`src/rtl/t03_player_pkg.sv`:
```
// Shared types and parameter checks for the player action sequencer.
// Defines player_state_t codes and params_ok() used at elaboration.
package t03_player_pkg;

  typedef enum logic [1:0] {
    ST_IDLE  = 2'b00,
    ST_PUNCH = 2'b01,
    ST_BLOCK = 2'b10,
    ST_STUN  = 2'b11
  } player_state_t;

  function automatic bit params_ok(
    input int cnt_w,
    input int act,
    input int rec
  );
    longint lim;
    lim = longint'(1) << cnt_w;
    return (act >= 1) && (rec >= 0) &&
           ((longint'(act) + longint'(rec)) < lim);
  endfunction

endpackage

```
`src/rtl/t03_player_channel.sv`:
```
// One player's timed action FSM, tick counter and Moore output decode.
// Ports: clk/nrst/tick, btn_a_n/btn_b_n/hit in; state and flags out.
// Optional stun path enabled by T03_PLAYER_STUN_EN.
module t03_player_channel
  import t03_player_pkg::*;
#(
  parameter int CNT_W      = 26,
  parameter int PUNCH_ACT  = 3,
  parameter int PUNCH_REC  = 2,
  parameter int BLOCK_ACT  = 2,
  parameter int BLOCK_REC  = 2,
  parameter int STUN_TICKS = 4
) (
  input  logic       clk,
  input  logic       nrst,
  input  logic       tick,
  input  logic       btn_a_n,
  input  logic       btn_b_n,
  input  logic       hit,
  output logic [1:0] state,
  output logic       striking,
  output logic       guarding,
  output logic       resting
);

  localparam logic [CNT_W-1:0] P_ACT = CNT_W'(PUNCH_ACT);
  localparam logic [CNT_W-1:0] P_END = CNT_W'(PUNCH_ACT + PUNCH_REC - 1);
  localparam logic [CNT_W-1:0] B_ACT = CNT_W'(BLOCK_ACT);
  localparam logic [CNT_W-1:0] B_END = CNT_W'(BLOCK_ACT + BLOCK_REC - 1);

  if (!params_ok(CNT_W, PUNCH_ACT, PUNCH_REC)) begin : g_bad_punch
    $error("bad PUNCH_ACT/PUNCH_REC for CNT_W");
  end
  if (!params_ok(CNT_W, BLOCK_ACT, BLOCK_REC)) begin : g_bad_block
    $error("bad BLOCK_ACT/BLOCK_REC for CNT_W");
  end
  if (!params_ok(CNT_W, STUN_TICKS, 0)) begin : g_bad_stun
    $error("bad STUN_TICKS for CNT_W");
  end

  player_state_t    state_q, state_d;
  logic [CNT_W-1:0] cnt_q, cnt_d;

`ifdef T03_PLAYER_STUN_EN
  localparam logic [CNT_W-1:0] S_END = CNT_W'(STUN_TICKS - 1);
`else
  logic unused_hit;
  assign unused_hit = hit;
`endif

  always_comb begin
    state_d = state_q;
    cnt_d   = cnt_q;
    if (tick) begin
      cnt_d = (&cnt_q) ? cnt_q : cnt_q + CNT_W'(1);
      unique case (state_q)
        ST_IDLE: begin
          if (!btn_a_n)      state_d = ST_PUNCH;
          else if (!btn_b_n) state_d = ST_BLOCK;
        end
        ST_PUNCH: begin
          if (cnt_q >= P_END && btn_a_n) state_d = ST_IDLE;
        end
        ST_BLOCK: begin
          if (cnt_q >= B_END && btn_b_n) state_d = ST_IDLE;
        end
        ST_STUN: begin
`ifdef T03_PLAYER_STUN_EN
          if (cnt_q == S_END) state_d = ST_IDLE;
`else
          // unreachable code: recover to IDLE
          state_d = ST_IDLE;
`endif
        end
        default: state_d = ST_IDLE;
      endcase
      if (state_d != state_q) cnt_d = '0;
`ifdef T03_PLAYER_STUN_EN
      // a hit restarts the stun even when already stunned
      if (hit && !guarding) begin
        state_d = ST_STUN;
        cnt_d   = '0;
      end
`endif
    end
  end

  always_ff @(posedge clk or negedge nrst) begin
    if (!nrst) begin
      state_q <= ST_IDLE;
      cnt_q   <= '0;
    end else begin
      state_q <= state_d;
      cnt_q   <= cnt_d;
    end
  end

  assign state    = state_q;
  assign striking = (state_q == ST_PUNCH) && (cnt_q < P_ACT);
  assign guarding = (state_q == ST_BLOCK) && (cnt_q < B_ACT);
  assign resting  = !striking && !guarding;

endmodule

```
`src/rtl/t03_player_action_fsm.sv`:
```
// Multi-player action sequencer: one t03_player_channel per player.
// Packs per-player state codes and strike/guard/rest flags into vectors.
// Optional stun path enabled by T03_PLAYER_STUN_EN.
module t03_player_action_fsm
  import t03_player_pkg::*;
#(
  parameter int NUM_PLAYERS = 2,
  parameter int CNT_W       = 26,
  parameter int PUNCH_ACT   = 3,
  parameter int PUNCH_REC   = 2,
  parameter int BLOCK_ACT   = 2,
  parameter int BLOCK_REC   = 2,
  parameter int STUN_TICKS  = 4
) (
  input  logic                     clk,
  input  logic                     nrst,
  input  logic                     tick,
  input  logic [NUM_PLAYERS-1:0]   btn_a_n,
  input  logic [NUM_PLAYERS-1:0]   btn_b_n,
  input  logic [NUM_PLAYERS-1:0]   hit,
  output logic [2*NUM_PLAYERS-1:0] player_state,
  output logic [NUM_PLAYERS-1:0]   striking,
  output logic [NUM_PLAYERS-1:0]   guarding,
  output logic [NUM_PLAYERS-1:0]   resting
);

  if (NUM_PLAYERS < 1 || NUM_PLAYERS > 4) begin : g_bad_np
    $error("NUM_PLAYERS must be 1..4");
  end

  for (genvar p = 0; p < NUM_PLAYERS; p++) begin : g_ch
    t03_player_channel #(
      .CNT_W      (CNT_W),
      .PUNCH_ACT  (PUNCH_ACT),
      .PUNCH_REC  (PUNCH_REC),
      .BLOCK_ACT  (BLOCK_ACT),
      .BLOCK_REC  (BLOCK_REC),
      .STUN_TICKS (STUN_TICKS)
    ) u_ch (
      .clk      (clk),
      .nrst     (nrst),
      .tick     (tick),
      .btn_a_n  (btn_a_n[p]),
      .btn_b_n  (btn_b_n[p]),
      .hit      (hit[p]),
      .state    (player_state[2*p +: 2]),
      .striking (striking[p]),
      .guarding (guarding[p]),
      .resting  (resting[p])
    );
  end

endmodule

```
`config.mk`:
```
export PLATFORM = sky130hd
export DESIGN_NAME = t03_player_action_fsm
export DESIGN_NICKNAME = d
export VERILOG_FILES = /design/src/rtl/t03_player_pkg.sv /design/src/rtl/t03_player_channel.sv /design/src/rtl/t03_player_action_fsm.sv
export SDC_FILE = /design/constraint.sdc
export NUM_CORES = 1
export LEC_CHECK = 0
export CAP_MARGIN = 20
export CORE_ASPECT_RATIO = 1.4
export CORE_MARGIN = 4
export CORE_UTILIZATION = 50
export DETAILED_ROUTE_END_ITERATION = 8
export PLACE_DENSITY = 0.79
export SLEW_MARGIN = 20
export SYNTH_ARGS = -nofsm -noshare
export SYNTH_HDL_FRONTEND = slang
export SYNTH_HIERARCHICAL = 1
export SYNTH_SLANG_ARGS = --single-unit
```
`constraint.sdc`:
```
create_clock -name clk -period 2.05 [get_ports clk]
set_clock_uncertainty 0.2 [all_clocks]
set_input_delay 0.3075 -clock clk [delete_from_list [all_inputs] [get_ports clk]]
set_output_delay 0.3075 -clock clk [all_outputs]
set_load 0.02 [all_outputs]
```
==> metrics <==
status=complete, but fails checks; failing checks=negative setup slack; DP Worst Slack=-0.456 ns; P_leak=2.08 nW; DIE AREA=8060 µm²; FF/Latch Area=1400 µm²; pins over their slew limit=0; worst-skew pair later-pin latency=approximately 0.32 ns; Num Clock Sinks=56; max incr delay on CP=0.40 ns; GPL Wtd Cong=0.844; Starting DRT DRC Count=roughly 320; Total GRT Usage=0.233; power share of the combinational group=0.484; worst-path fanout max=3; critical path type=reg2out; Worst setup SP type=flip-flop; commonest non-fill, non-tap cells in the layout=buf_4, dfrtp_1, nor2_1, xnor2_1, nand2_1; VDD IR-drop max=0.658 mV; Routed Antenna Nets=0; maxcap violations=0; vias in the first global route=3357; Placed Cells=530; Initial Util=0.526; CTS Buf Count=5; clock power share=0.170; NetSw=1.48 mW; fin crit share=1.16; crit-path cells=nor4_2 -> nand4_1 -> buf_4 -> nor4_4 -> nor2_1 -> buf_2; total gr overflow=0; Pint=2.28 mW; Buffers on Ports=16; slew margin rel.=0.743; multi-input logic area=roughly 2100 µm²; Power Density=784 nW/µm²; CORE AREA=6340 µm²; setup ws final=-0.338 ns; CTS Root Cell=clkbuf_8; Seq cells post-synth=56; vias per inst=6.30; Unique masters post-synth=36; largest net degree at the start of global routing=57; M2 GR Usage=0.440; Synth Instances=368; layout cells sized above 1=0.380; I/O pins=19; Critical-path top delay cell=dfrtp_1; n_diodes=0; CTS max path bufs=2; average size of a mapped cell=9.06 µm²; Total Nets Final=between 400 and 500; Die X=77.0 µm; fillcell total=just under 400; first-pass iteration count of the detailed router=5; Area Growth Syn to Fin=44.2%; CP Capture Type=output port; non-filler instance count after layout=556; met1 Use GR=0.259; maximum clock frequency=419 MHz; sequential power share=0.346; most common cell after layout, fill and taps aside=buf_4; Setup violations, final=16; Worst-Margin Slew=0.383 ns; Remaining DRCs=0; GR Layer Usage met3=0.0310; CTS tree=yes; first-pass GRT wire length=15.3 mm; Vias=3503; RSZ-0062 raised after global routing=true; Net Count, Synth=381; Core Rows=34; Req. time, crit path=1.54 ns; H-tree depth=2; Sw Share=0.394; clk slew on worst S/H paths=0.11 ns; cell area after synthesis=3330 µm²; global routing's busiest layer=met2; Final min period=2.39 ns; Syn. warnings=6; Critical Path AT=1.88 ns; share of the yosys chip area belonging to registers=0.420; post-DP HPWL=6.27 mm; final wirelength=10.3 mm; hold crit path type=in2async; antenna violations before repair=0; Fin. Hold Viols=0; drt wl/cell=18.6 µm; die height=105 µm
## per-layer routing
metal,vias up,part of all wire,wire (µm)
met5,-,0,0
met1,1725,0.36,3760
met3,48,0.051,531
met4,0,0.041,426
met2,146,0.54,5630
li1,1584,-,-
## timing repair
action	in CTS	in global routing
setup endpoints to repair	24	58
resized for setup	59	40
gates cloned	0	3
buffers inserted	9	8
endpoints found under the hold margin	56	0
pin swaps	21	23
hold buffers	1	0
## sequential cells by signal, indices dropped and copies added, names as in the netlist
| name | count |
|---|---|
| g_ch.u_ch/cnt_q | 52 |
| g_ch.u_ch/state | 4 |
## critical path: cells and delay by family, from the launching register on
family        cells  cell delay, ns
flops             1            0.40
buf+inv           2            0.37
simple gates      4            0.79
## stage by stage
stage	util	setup TNS, ns	power, mW	instance area (µm²)	hold slack, ns
2_1_floorplan	-	-1.57	2.11	3390	-0.188
3_3_place_gp	0.670	-6.28	2.84	4240	0.130
3_5_place_dp	0.670	-7.14	2.88	4240	0.134
4_1_cts	0.711	-2.11	3.56	4510	0.331
5_1_grt	0.758	-4.22	3.97	4810	0.330
6_report	0.758	-2.20	3.77	4810	0.304
## cells in the mapped netlist
cell       count  share of area
o221ai_1       2         0.0053
and3_1         8          0.015
and4_4         2         0.0068
a21oi_1       28          0.042
nand2b_1       4         0.0075
dfrtp_1       56           0.42
nand4_1       18          0.034
a21o_1         2         0.0045
nor2b_1        2         0.0038
a21boi_0       2         0.0045
inv_1         12          0.014
and4_1        12          0.032
o31ai_1        2         0.0045
nor2_1        44          0.050
xor2_1         6          0.016
buf_2          4         0.0060
or4_1          2         0.0045
nand2_1       20          0.023
o22ai_1        2         0.0038
mux2_2         2         0.0068
a2111oi_2      2         0.0090
buf_6          4          0.014
nor4_1        24          0.045
xnor2_1       30          0.079
o41ai_1        2         0.0053
o21ai_0       14          0.021
nor3_1         4         0.0060
clkbuf_1       8         0.0090
a211oi_1       4         0.0090
and2_1         2         0.0038
nand3_1       20          0.030
or3_1         12          0.023
a211o_4        2          0.011
ha_1           4          0.015
mux2i_1        4          0.012
nand4_2        2         0.0075
## path summary, 6_finish.rpt
| kind | from | to | slack (ns) | cells after the start |
|---|---|---|---|---|
| setup / recovery | g_ch[0].u_ch/cnt_q[2]$_DFFE_PN0P_ | resting[0] | -0.34 | 6 |
| setup reg to reg | g_ch[1].u_ch/cnt_q[9]$_DFFE_PN0P_ | g_ch[1].u_ch/cnt_q[25]$_DFFE_PN0P_ | -0.08 | 8 |
| hold / removal | nrst | g_ch[1].u_ch/state[0]$_DFFE_PN0P_ | 0.30 | 3 |
| hold reg to reg | g_ch[1].u_ch/state[1]$_DFFE_PN0P_ | g_ch[1].u_ch/state[0]$_DFFE_PN0P_ | 0.37 | 2 |
| min in group clk | g_ch[1].u_ch/state[1]$_DFFE_PN0P_ | g_ch[1].u_ch/state[0]$_DFFE_PN0P_ | 0.37 | 2 |
| max in group asynchronous | nrst | g_ch[0].u_ch/cnt_q[24]$_DFFE_PN0P_ | 1.08 | 3 |
## logic make-up after synthesis
logic type                 Yosys count  share of synthesized area
muxes                                6                     0.0188
xor gates and xnor gates            36                     0.0946
buffers and inverters               28                     0.0420
AOI/OAI and AO/OA                   62                      0.119
DFF                                 56                      0.420
and+or+nand+nor                    176                      0.290
adders and majority gates            4                     0.0150
## cell type report
class,count,share of cell area
clock buffer,5,0.0143
clock inverter,3,0.00495
inverter,12,0.00937
multi-input combinational,285,0.442
sequential,56,0.292
tap,72,0.0187
timing repair buffer,123,0.219
## power by group through the flow
| stage | clock network [mW] | registers [mW] | logic (mW) |
|---|---|---|---|
| 2_1_floorplan | 0 | 1.38 | 0.734 |
| 3_3_place_gp | 0 | 1.29 | 1.55 |
| 3_5_place_dp | 0 | 1.30 | 1.58 |
| 4_1_cts | 0.644 | 1.30 | 1.62 |
| 5_1_grt | 0.713 | 1.32 | 1.94 |
| 6_report | 0.640 | 1.30 | 1.82 |
No activity file was read; power rests on OpenSTA's default activity.
